==> config.mk <==
export PLATFORM = sky130hd
export DESIGN_NAME = sub64_seq_flat
export DESIGN_NICKNAME = d
export VERILOG_FILES = /design/src/rtl/sub64_seq_pkg.sv /design/src/rtl/sub64_seq_if.sv /design/src/rtl/sub64_seq_sub_slice.sv /design/src/rtl/sub64_seq.sv /design/src/flat_wrapper.sv
export SDC_FILE = /design/constraint.sdc
export NUM_CORES = 1
export LEC_CHECK = 0
export CORE_MARGIN = 2
export CORE_UTILIZATION = 46
export DETAILED_ROUTE_END_ITERATION = 10
export PLACE_DENSITY = 0.77
export SLEW_MARGIN = 20
export SYNTH_ARGS = -nofsm -noshare
export SYNTH_HDL_FRONTEND = slang
export SYNTH_HIERARCHICAL = 1
export SYNTH_SLANG_ARGS = --single-unit
==> constraint.sdc <==
create_clock -name clk -period 4 [get_ports clk]
set_input_delay 0.8 -clock clk [delete_from_list [all_inputs] [get_ports clk]]
set_output_delay 0.8 -clock clk [all_outputs]
set_load 0.005 [all_outputs]
==> src/rtl/sub64_seq_pkg.sv <==
// Shared types and constants for the sequential 64-bit subtractor.
// Holds the FSM state type, the datapath width and the default slice width.
package sub64_seq_pkg;

    localparam int DATA_W      = 64;
    localparam int SLICE_W_DEF = 16;

    typedef enum logic [1:0] {
        IDLE = 2'd0,
        CALC = 2'd1,
        DONE = 2'd2
    } state_t;

endpackage

==> src/rtl/sub64_seq_if.sv <==
// Operand/result handshake bundle for sub64_seq.
// master: producer/consumer side; slave: the subtractor.
interface sub64_seq_if;
    import sub64_seq_pkg::*;

    logic              in_valid;
    logic              in_ready;
    logic [DATA_W-1:0] a;
    logic [DATA_W-1:0] b;
    logic              bin;
    logic              out_valid;
    logic              out_ready;
    logic [DATA_W-1:0] diff;
    logic              bout;
    logic              zero;
    logic              ovf;

    modport master (
        output in_valid, a, b, bin, out_ready,
        input  in_ready, out_valid, diff, bout, zero, ovf
    );

    modport slave (
        input  in_valid, a, b, bin, out_ready,
        output in_ready, out_valid, diff, bout, zero, ovf
    );

endinterface

==> src/rtl/sub64_seq_sub_slice.sv <==
// Combinational W-bit subtract slice: diff = a - b - bin.
// Ports: a, b, bin in; diff, bout (borrow-out) out.
module sub_slice #(
    parameter int W = 16
) (
    input  logic [W-1:0] a,
    input  logic [W-1:0] b,
    input  logic         bin,
    output logic [W-1:0] diff,
    output logic         bout
);

    // One extra bit: a negative result wraps and sets the top bit.
    assign {bout, diff} = {1'b0, a} - {1'b0, b} - {{W{1'b0}}, bin};

endmodule

==> src/rtl/sub64_seq.sv <==
// Sequential 64-bit subtractor, one SLICE_W slice per cycle, LSB first.
// Ports: clk, rst_n (sync, active-low), bus (sub64_seq_if.slave).
module sub64_seq
    import sub64_seq_pkg::*;
#(
    parameter int SLICE_W = SLICE_W_DEF
) (
    input  logic        clk,
    input  logic        rst_n,
    sub64_seq_if.slave  bus
);

    localparam int NSL = DATA_W / SLICE_W;
    localparam int CW  = (NSL > 1) ? $clog2(NSL) : 1;
    localparam int IW  = $clog2(DATA_W);
    localparam int MSB = DATA_W - 1;

    localparam logic [CW-1:0] LAST = CW'(NSL - 1);

    generate
        if ((DATA_W % SLICE_W) != 0) begin : g_bad_w
            $error("SLICE_W must divide DATA_W");
        end
    endgenerate

    state_t state, state_n;

    logic [DATA_W-1:0]  a_q;
    logic [DATA_W-1:0]  b_q;
    logic [DATA_W-1:0]  diff_q;
    logic [DATA_W-1:0]  diff_n;
    logic               bout_q;
    logic               zero_q;
    logic               ovf_q;
    logic               brw_q;
    logic [CW-1:0]      cnt_q;

    logic [IW-1:0]      base;
    logic [SLICE_W-1:0] sa;
    logic [SLICE_W-1:0] sb;
    logic [SLICE_W-1:0] sd;
    logic               sbo;

    logic accept;
    logic step;
    logic last;
    logic fin_zero;
    logic fin_ovf;

    assign accept = (state == IDLE) && bus.in_valid;
    assign step   = (state == CALC);
    assign last   = (cnt_q == LAST);

    // Bit offset of the current slice; always below DATA_W.
    assign base = IW'(int'(cnt_q) * SLICE_W);

    assign sa = SLICE_W'(a_q >> base);
    assign sb = SLICE_W'(b_q >> base);

    sub_slice #(
        .W (SLICE_W)
    ) u_slice (
        .a    (sa),
        .b    (sb),
        .bin  (brw_q),
        .diff (sd),
        .bout (sbo)
    );

    // Result with the current slice merged in; on the last
    // slice this is the final difference used for the flags.
    always_comb begin
        diff_n = diff_q;
        diff_n[base +: SLICE_W] = sd;
    end

    assign fin_zero = (diff_n == '0);
    assign fin_ovf  = (a_q[MSB] != b_q[MSB]) &&
                      (diff_n[MSB] != a_q[MSB]);

    always_ff @(posedge clk) begin
        if (!rst_n) begin
            state <= IDLE;
        end else begin
            state <= state_n;
        end
    end

    always_comb begin
        state_n = state;
        unique case (state)
            IDLE: begin
                if (bus.in_valid) begin
                    state_n = CALC;
                end
            end
            CALC: begin
                if (last) begin
                    state_n = DONE;
                end
            end
            DONE: begin
                if (bus.out_ready) begin
                    state_n = IDLE;
                end
            end
            default: begin
                state_n = IDLE;
            end
        endcase
    end

    always_ff @(posedge clk) begin
        if (!rst_n) begin
            a_q    <= '0;
            b_q    <= '0;
            diff_q <= '0;
            bout_q <= 1'b0;
            zero_q <= 1'b0;
            ovf_q  <= 1'b0;
            brw_q  <= 1'b0;
            cnt_q  <= '0;
        end else if (accept) begin
            a_q   <= bus.a;
            b_q   <= bus.b;
            brw_q <= bus.bin;
            cnt_q <= '0;
        end else if (step) begin
            diff_q <= diff_n;
            brw_q  <= sbo;
            if (last) begin
                cnt_q  <= '0;
                bout_q <= sbo;
                zero_q <= fin_zero;
                ovf_q  <= fin_ovf;
            end else begin
                cnt_q <= cnt_q + 1'b1;
            end
        end
    end

    assign bus.in_ready  = (state == IDLE);
    assign bus.out_valid = (state == DONE);
    assign bus.diff      = diff_q;
    assign bus.bout      = bout_q;
    assign bus.zero      = zero_q;
    assign bus.ovf       = ovf_q;

endmodule
==> src/flat_wrapper.sv <==
// flat-port wrapper written by rule: the top's interface ports become plain ports
module sub64_seq_flat import sub64_seq_pkg::*;
#(
    parameter int SLICE_W = SLICE_W_DEF
)
  (clk, rst_n, bus_in_valid, bus_a, bus_b, bus_bin, bus_out_ready, bus_in_ready, bus_out_valid, bus_diff, bus_bout, bus_zero, bus_ovf);
  sub64_seq_if bus_i ();
  input  logic clk;
  input  logic rst_n;
  input wire logic [$bits(bus_i.in_valid)-1:0] bus_in_valid;
  input wire logic [$bits(bus_i.a)-1:0] bus_a;
  input wire logic [$bits(bus_i.b)-1:0] bus_b;
  input wire logic [$bits(bus_i.bin)-1:0] bus_bin;
  input wire logic [$bits(bus_i.out_ready)-1:0] bus_out_ready;
  output wire logic [$bits(bus_i.in_ready)-1:0] bus_in_ready;
  output wire logic [$bits(bus_i.out_valid)-1:0] bus_out_valid;
  output wire logic [$bits(bus_i.diff)-1:0] bus_diff;
  output wire logic [$bits(bus_i.bout)-1:0] bus_bout;
  output wire logic [$bits(bus_i.zero)-1:0] bus_zero;
  output wire logic [$bits(bus_i.ovf)-1:0] bus_ovf;
  assign bus_i.in_valid = bus_in_valid;
  assign bus_i.a = bus_a;
  assign bus_i.b = bus_b;
  assign bus_i.bin = bus_bin;
  assign bus_i.out_ready = bus_out_ready;
  assign bus_in_ready = bus_i.in_ready;
  assign bus_out_valid = bus_i.out_valid;
  assign bus_diff = bus_i.diff;
  assign bus_bout = bus_i.bout;
  assign bus_zero = bus_i.zero;
  assign bus_ovf = bus_i.ovf;
  sub64_seq #(.SLICE_W(SLICE_W)) u_core (.clk(clk), .rst_n(rst_n), .bus(bus_i));
endmodule
Word level (Yosys, flattened, before mapping)
Cells that the tools add are included.
W data, S select, Z words.
{ "op_classes": {"n_mux": 8, "shift": 4, "eq_ne": 8, "n_mul": 0, "reduce_logical": 9, "n_addsub": 4, "n_bitwise": 2, "div": 0, "order_cmp": 0} }
{ "ops": {"columns": ["operator", "count"], "rows": [
  ["$shr A64 B6 Y16", 2],
  ["$bwmux W64", 1],
  ["$logic_not A64 Y1", 1],
  ["$shift A16 B8 Y64 const A", 1],
  ["$shiftx A16 B8 Y64", 1],
  ["$sub A16 B16 Y17", 1],
  ["$sub A17 B1 Y17", 1],
  ["$mux W2", 4],
  ["$neg A6 Y8", 1],
  ["$ne A2 B2 Y1 const B", 3],
  ["$pmux W2 S3", 1],
  ["$reduce_and A3 Y1", 2],
  ["$eq A2 B2 Y1 const B", 2],
  ["$add A2 B1 Y2 const B", 1],
  ["$eq A2 B1 Y1 const B", 1],
  ["$logic_and A1 B1 Y1", 2],
  ["$logic_not A2 Y1", 1],
  ["$mux W1", 2],
  ["$ne A1 B1 Y1", 2],
  ["$not A1 Y1", 2],
  ["$reduce_and A2 Y1", 1],
  ["$reduce_bool A2 Y1", 1],
  ["$reduce_or A2 Y1", 1]
]} }
{ "totals": {"output_inout_bits": 69, "word_cells": 44, "latch_bits": 0, "input_bits": 133, "register_bits": 200, "n_memories": 0, "mem_bits_ro": 0, "ram_bits": 0} }

Longest topological paths before layout
{ "depth": {"depth_word": 7, "depth_mapped": 19, "mapped_depth_nobuf": 15} }

Cells and area by module
Netlist, hierarchy kept.
{ "modules_own_cells": {"columns": ["module", "n_inst", "cells_per_inst", "seq_area_each_um2", "area_per_inst_um2"], "rows": [
  ["sub64_seq", 1, 930, 4003.8, 8046.5],
  ["sub_slice", 1, 165, 0.0, 1137.3]
]} }

Worst setup path after synthesis
No wires, ideal clock.
{ "synth_timing": {"path_type": "reg2reg", "start": "reg u_core.cnt_q[1]", "end": "reg u_core.zero_q (netlist: u_core/bus.zero)", "n_path_buf": 4, "slack_ns": -0.392, "arrival_time_ns": 4.308, "setup_ns": 0.084, "synth_period_minus_slack_ns": 4.392, "path_stages_with_launch": 19, "required_time_ns": 3.916, "cell_sequence": "dfxtp_1 > buf_2 > buf_1 > buf_2 > mux4_2 > ha_1 > inv_1 > ha_1 > buf_2 > a21oi_1 > o21ai_0 > a211o_1 > a41oi_1 > xnor2_1 > nor2_1 > a31oi_1 > or3_1 > a2111o_1 > o31ai_2"} }
{ "synth_between": {"elab_chain_len": 6, "word_cells_on_any_way": 11, "classes_between": "3 x add/sub; 1 x eq/ne; 4 x shift; 1 x mux; 2 x reduce/logical"} }
{ "synth_rtl": {"columns": ["element", "line_no", "rtl"], "rows": [
  ["from (decl)", "sub64_seq.sv:36", "logic [CW-1:0] cnt_q;"],
  ["from (signal assigned)", "sub64_seq.sv:137", "cnt_q <= cnt_q + 1'b1;"],
  ["$shr A64 B6 Y16", "sub64_seq.sv:58", "assign sb = SLICE_W'(b_q >> base);"],
  ["named net u_core.sb[8]", "sub64_seq.sv:40", "logic [SLICE_W-1:0] sb;"],
  ["$sub A16 B16 Y17", "sub64_seq_sub_slice.sv:14", "assign {bout, diff} = {1'b0, a} - {1'b0, b} - {{W{1'b0}}, bin};"],
  ["$sub A17 B1 Y17", "sub64_seq_sub_slice.sv:14", null],
  ["named net u_core.sd[13]", "sub64_seq.sv:41", "logic [SLICE_W-1:0] sd;"],
  ["$shiftx A16 B8 Y64", "sub64_seq.sv:74", "diff_n[base +: SLICE_W] = sd;"],
  ["$bwmux W64", "sub64_seq.sv:74", null],
  ["$logic_not A64 Y1", "sub64_seq.sv:77", "assign fin_zero = (diff_n == '0);"],
  ["to (signal assigned)", "sub64_seq.sv:134", "zero_q <= fin_zero;"],
  ["to (decl)", "sub64_seq.sv:33", "logic zero_q;"]
]} }
The timed path passes the listed nets, and every way through them passes these cells.
A chain may end at the register's enable or synchronous reset.

Worst setup path in the final report
{ "layout_timing": {"start": "reg u_core.cnt_q[0]", "end": "reg u_core.zero_q (netlist: u_core/bus.zero)"} }
{ "layout_between": {"elab_chain_len": 6, "word_cells_on_any_way": 11, "classes_between": "3 x add/sub; 1 x eq/ne; 4 x shift; 1 x mux; 2 x reduce/logical"} }
{ "layout_rtl": {"columns": ["element", "line_no", "rtl"], "rows": [
  ["$shr A64 B6 Y16", "sub64_seq.sv:57", "assign sa = SLICE_W'(a_q >> base);"],
  ["named net u_core.sa[5]", "sub64_seq.sv:39", "logic [SLICE_W-1:0] sa;"],
  ["$sub A16 B16 Y17", "sub64_seq_sub_slice.sv:14", null],
  ["$sub A17 B1 Y17", "sub64_seq_sub_slice.sv:14", null],
  ["named net u_core.sd[15]", "sub64_seq.sv:41", null],
  ["$shiftx A16 B8 Y64", "sub64_seq.sv:74", null],
  ["$bwmux W64", "sub64_seq.sv:74", null],
  ["$logic_not A64 Y1", "sub64_seq.sv:77", null]
]} }
The timed path passes the listed nets, and every way through them passes these cells.

==> flow_metrics.py <==
metrics = {
    "run_status": {
        "status": "complete, no violations",
    },
    "layout": {
        "design_area_sq_um": 12800,
        "final_common_cell": "nand2_1",
        "antennaDiodeCount": 0,
        "fillers": 1598,
        "syn2layout_area_growth_pct": 39.5,
        "regArea_sq_um": 4010,
        "layout-drive-gt1-share": 0.149,
        "nNetsFinal": 1503,
        "final_cell_mix": "nand2_1, clkdlybuf4s50_1, dfxtp_1",
        "multi_input_area_sq_um": 4910,
    },
    "timing": {
        "tightest_slew_ps": 1020,
        "fin_skew_ps": 8.41,
        "period_share": 0.998,
        "finalHoldViolCount": 0,
        "rsz0062_at_grt": "yes",
        "slew_headroom": 0.319,
        "fin_hold_ws_ps": 457,
        "setup_viol": 0,
        "post-route-min-period_ps": 3990,
        "setup_ws_ps": 7.65,
        "maxSlewViolCount": 0,
        "clock.fmax_mhz": 250,
    },
    "pwr": {
        "p_comb_frac": 0.322,
        "sw_frac_of_total": 0.324,
        "finalPower_mw": 5.85,
        "leakagePower_nw": 4.93,
        "clkPwrFrac": 0.307,
        "ir_drop_mv": 0.349,
        "power_switching_mw": 1.90,
        "internal_power_mw": 3.95,
        "p_seq_frac": 0.371,
        "power_per_cell_area_nw_per_um2": 456,
    },
    "worst_setup_path": {
        "reg2reg_to": "u_core/bus.zero",
        "crit_fanout": 12,
        "crit_type": "flop to flop",
        "worstReg2RegStart": "u_core/cnt_q[0]",
        "endpoint": "u_core/bus.zero",
        "startpoint": "u_core/cnt_q[0]",
        "setup.worst_path.end_class": "flop",
        "regToRegSetupSlack_ps": 8,
        "required_ps": 4350,
        "reg2regPathDepth": 16,
        "arrival_ps": 4350,
        "cp-start-kind": "flop",
    },
    "die": {
        "pin_count": 202,
        "core_sq_um": 19500,
        "start_util": 0.470,
        "die_y_um": 145,
        "dieArea_sq_um": 21100,
        "die_x_um": 145,
        "row_count": 51,
    },
    "placed_design": {
        "post_dp_cell_area_sq_um": 11900,
        "gp_congestion": 0.955,
        "post-dp-hpwl_mm": 20.1,
        "portBuffers": 201,
        "pre_cts_slack_ps": -59.9,
    },
    "min_path": {
        "hold_class": "flop to flop",
    },
    "clock_network": {
        "clock_path_buffers": 2,
        "cts-root-buf": "clkbuf_16",
        "cts_buffers": 17,
        "cts_tree": "done",
        "cts.sinks": 200,
        "path_clk_slew_ps": 80,
        "cts_hold_buf": 0,
        "h-tree-depth": 4,
        "clock_latency_ps": 430,
    },
    "logic_synthesis": {
        "ys_ff_latch": 200,
        "yosysWarnings": 6,
        "synth_edf_count": 0,
        "syn_nets": 1266,
        "postSynthCellCount": 1095,
        "yosysUniqueCellTypes": 53,
        "seq_area_frac_synth": 0.436,
        "ys.flop_type": "dfxtp_1",
        "syn_avg_cell_area_sq_um": 8.39,
        "syn_area_sq_um": 9180,
        "synthArstFlopShare": 0,
    },
    "global_routing": {
        "grt_max_degree": 85,
        "first_global_vias": 8468,
        "track_usage": 0.254,
        "grt_overflow": 0,
        "antenna_found_initial": 0,
        "grt_first_pass_wirelength_mm": 43.4,
    },
    "routing": {
        "drc": 0,
        "vias": 8881,
        "drt_wl_total_mm": 27.7,
        "routedWlPerCell_um": 17.2,
        "drt_iter0_markers": 665,
        "dr.pass1.iters": 5,
        "viasPerCell": 5.52,
        "drtAntennaViolNets": 0,
    },
    "job": {
        "maxCapViolCount": 0,
    },
}
[flip-flops by register name (all words and copies together), names as in the netlist]
signal / cells
u_core/bus.zero: 1
u_core/state: 2
u_core/brw_q: 1
u_core/b_q: 64
u_core/bus.diff: 64
u_core/bus.ovf: 1
u_core/bus.bout: 1
u_core/cnt_q: 2
u_core/a_q: 64
[critical path, cell delays in order (launching register included)]
cell       delay [ps]
dfxtp_4           420
buf_6             190
mux4_2            510
inv_1             110
ha_1              160
inv_1              40
ha_1              330
a21oi_2           170
buf_4             130
o2111ai_2         130
nand2_1           160
o221ai_2          160
xor2_2            220
a41o_1            240
or3_1             340
a2111o_1          360
o31ai_2           220
[worst min-delay path by stage]
stage	end	slack, ps	cells after the start	from
2_1_floorplan	u_core/a_q[22]	430	2	u_core/a_q[22]
3_3_place_gp	u_core/b_q[35]	440	2	u_core/b_q[35]
3_5_place_dp	u_core/b_q[41]	450	2	u_core/b_q[41]
4_1_cts	u_core/b_q[41]	460	2	u_core/b_q[41]
5_1_grt	u_core/a_q[13]	470	2	u_core/a_q[13]
6_report	u_core/a_q[7]	460	2	u_core/a_q[7]
[layout make-up]
cell class / count / share of cell area
multi-input combinational: 776 / 0.383
clock buffer: 17 / 0.0332
inverter: 49 / 0.0147
tap: 265 / 0.0259
clock inverter: 15 / 0.0153
timing repair buffer: 288 / 0.215
sequential: 200 / 0.313
[layer usage]
layer / GRT usage / vias up / wire length [um]
li1: - / 4244 / -
met1: 0.318 / 4186 / 11400
met2: 0.441 / 399 / 13700
met3: 0.0478 / 52 / 1840
met4: 0.0819 / 0 / 681
met5: 0 / - / 0
[through the flow]
stage / util / setup TNS, ps / instances
2_1_floorplan: - / 0 / 1095
3_3_place_gp: 0.611 / -12.0 / 1565
3_5_place_dp: 0.611 / -59.9 / 1565
4_1_cts: 0.643 / 0 / 1597
5_1_grt: 0.656 / -142 / 1610
6_report: 0.656 / 0 / 1610
[power by group through the flow]
stage	Clock [mW]	Combinational [mW]	Sequential, mW
finish	1.79	1.88	2.17
detailed placement	0	1.70	2.21
floorplan	0	0.856	2.19
global placement	0	1.70	2.21
CTS	1.82	1.71	2.17
global route	1.91	2.01	2.18
[repair_timing]
item | in CTS | in global routing
resized for setup | 4 | 33
setup endpoints to repair | 1 | 1
cloned | 0 | 1
buffers inserted | 0 | 12
pin swaps | 1 | 26
[cell usage after synthesis (3+ instances only)]
master    number  area [sq um]
a21oi_1      148           741
ha_1          36           450
nor3_1         9          45.0
nor2b_1        6          37.5
a211oi_1       4          30.0
mux4_2        32           721
dfxtp_1      200          4000
nor2_1        94           353
a22oi_1       61           458
nand2b_1       5          31.3
o21ai_0        9          45.0
a31oi_1       11          68.8
nand3_1        5          25.0
buf_1          4          15.0
inv_1         48           180
nor4_1        13          81.3
a21o_1         3          22.5
clkbuf_1      58           218
xnor2_1        9          78.8
nand2_1      280          1050
buf_2          6          30.0
nand4_1        4          25.0
a41oi_1        4          35.0
xor2_1         7          61.3
[cells by family (layout without fill, tap and decap cells)]
logic type,Yosys count,after routing,synth area share
and+or+nand+nor,432,432,0.194
AOI/OAI and AO/OA,258,258,0.172
DFF,200,200,0.436
buffers and inverters,119,369,0.0504
adders and majority gates,38,38,0.0534
muxes,32,32,0.0785
xor gates and xnor gates,16,16,0.0153
(Power assumes the default switching activity.)
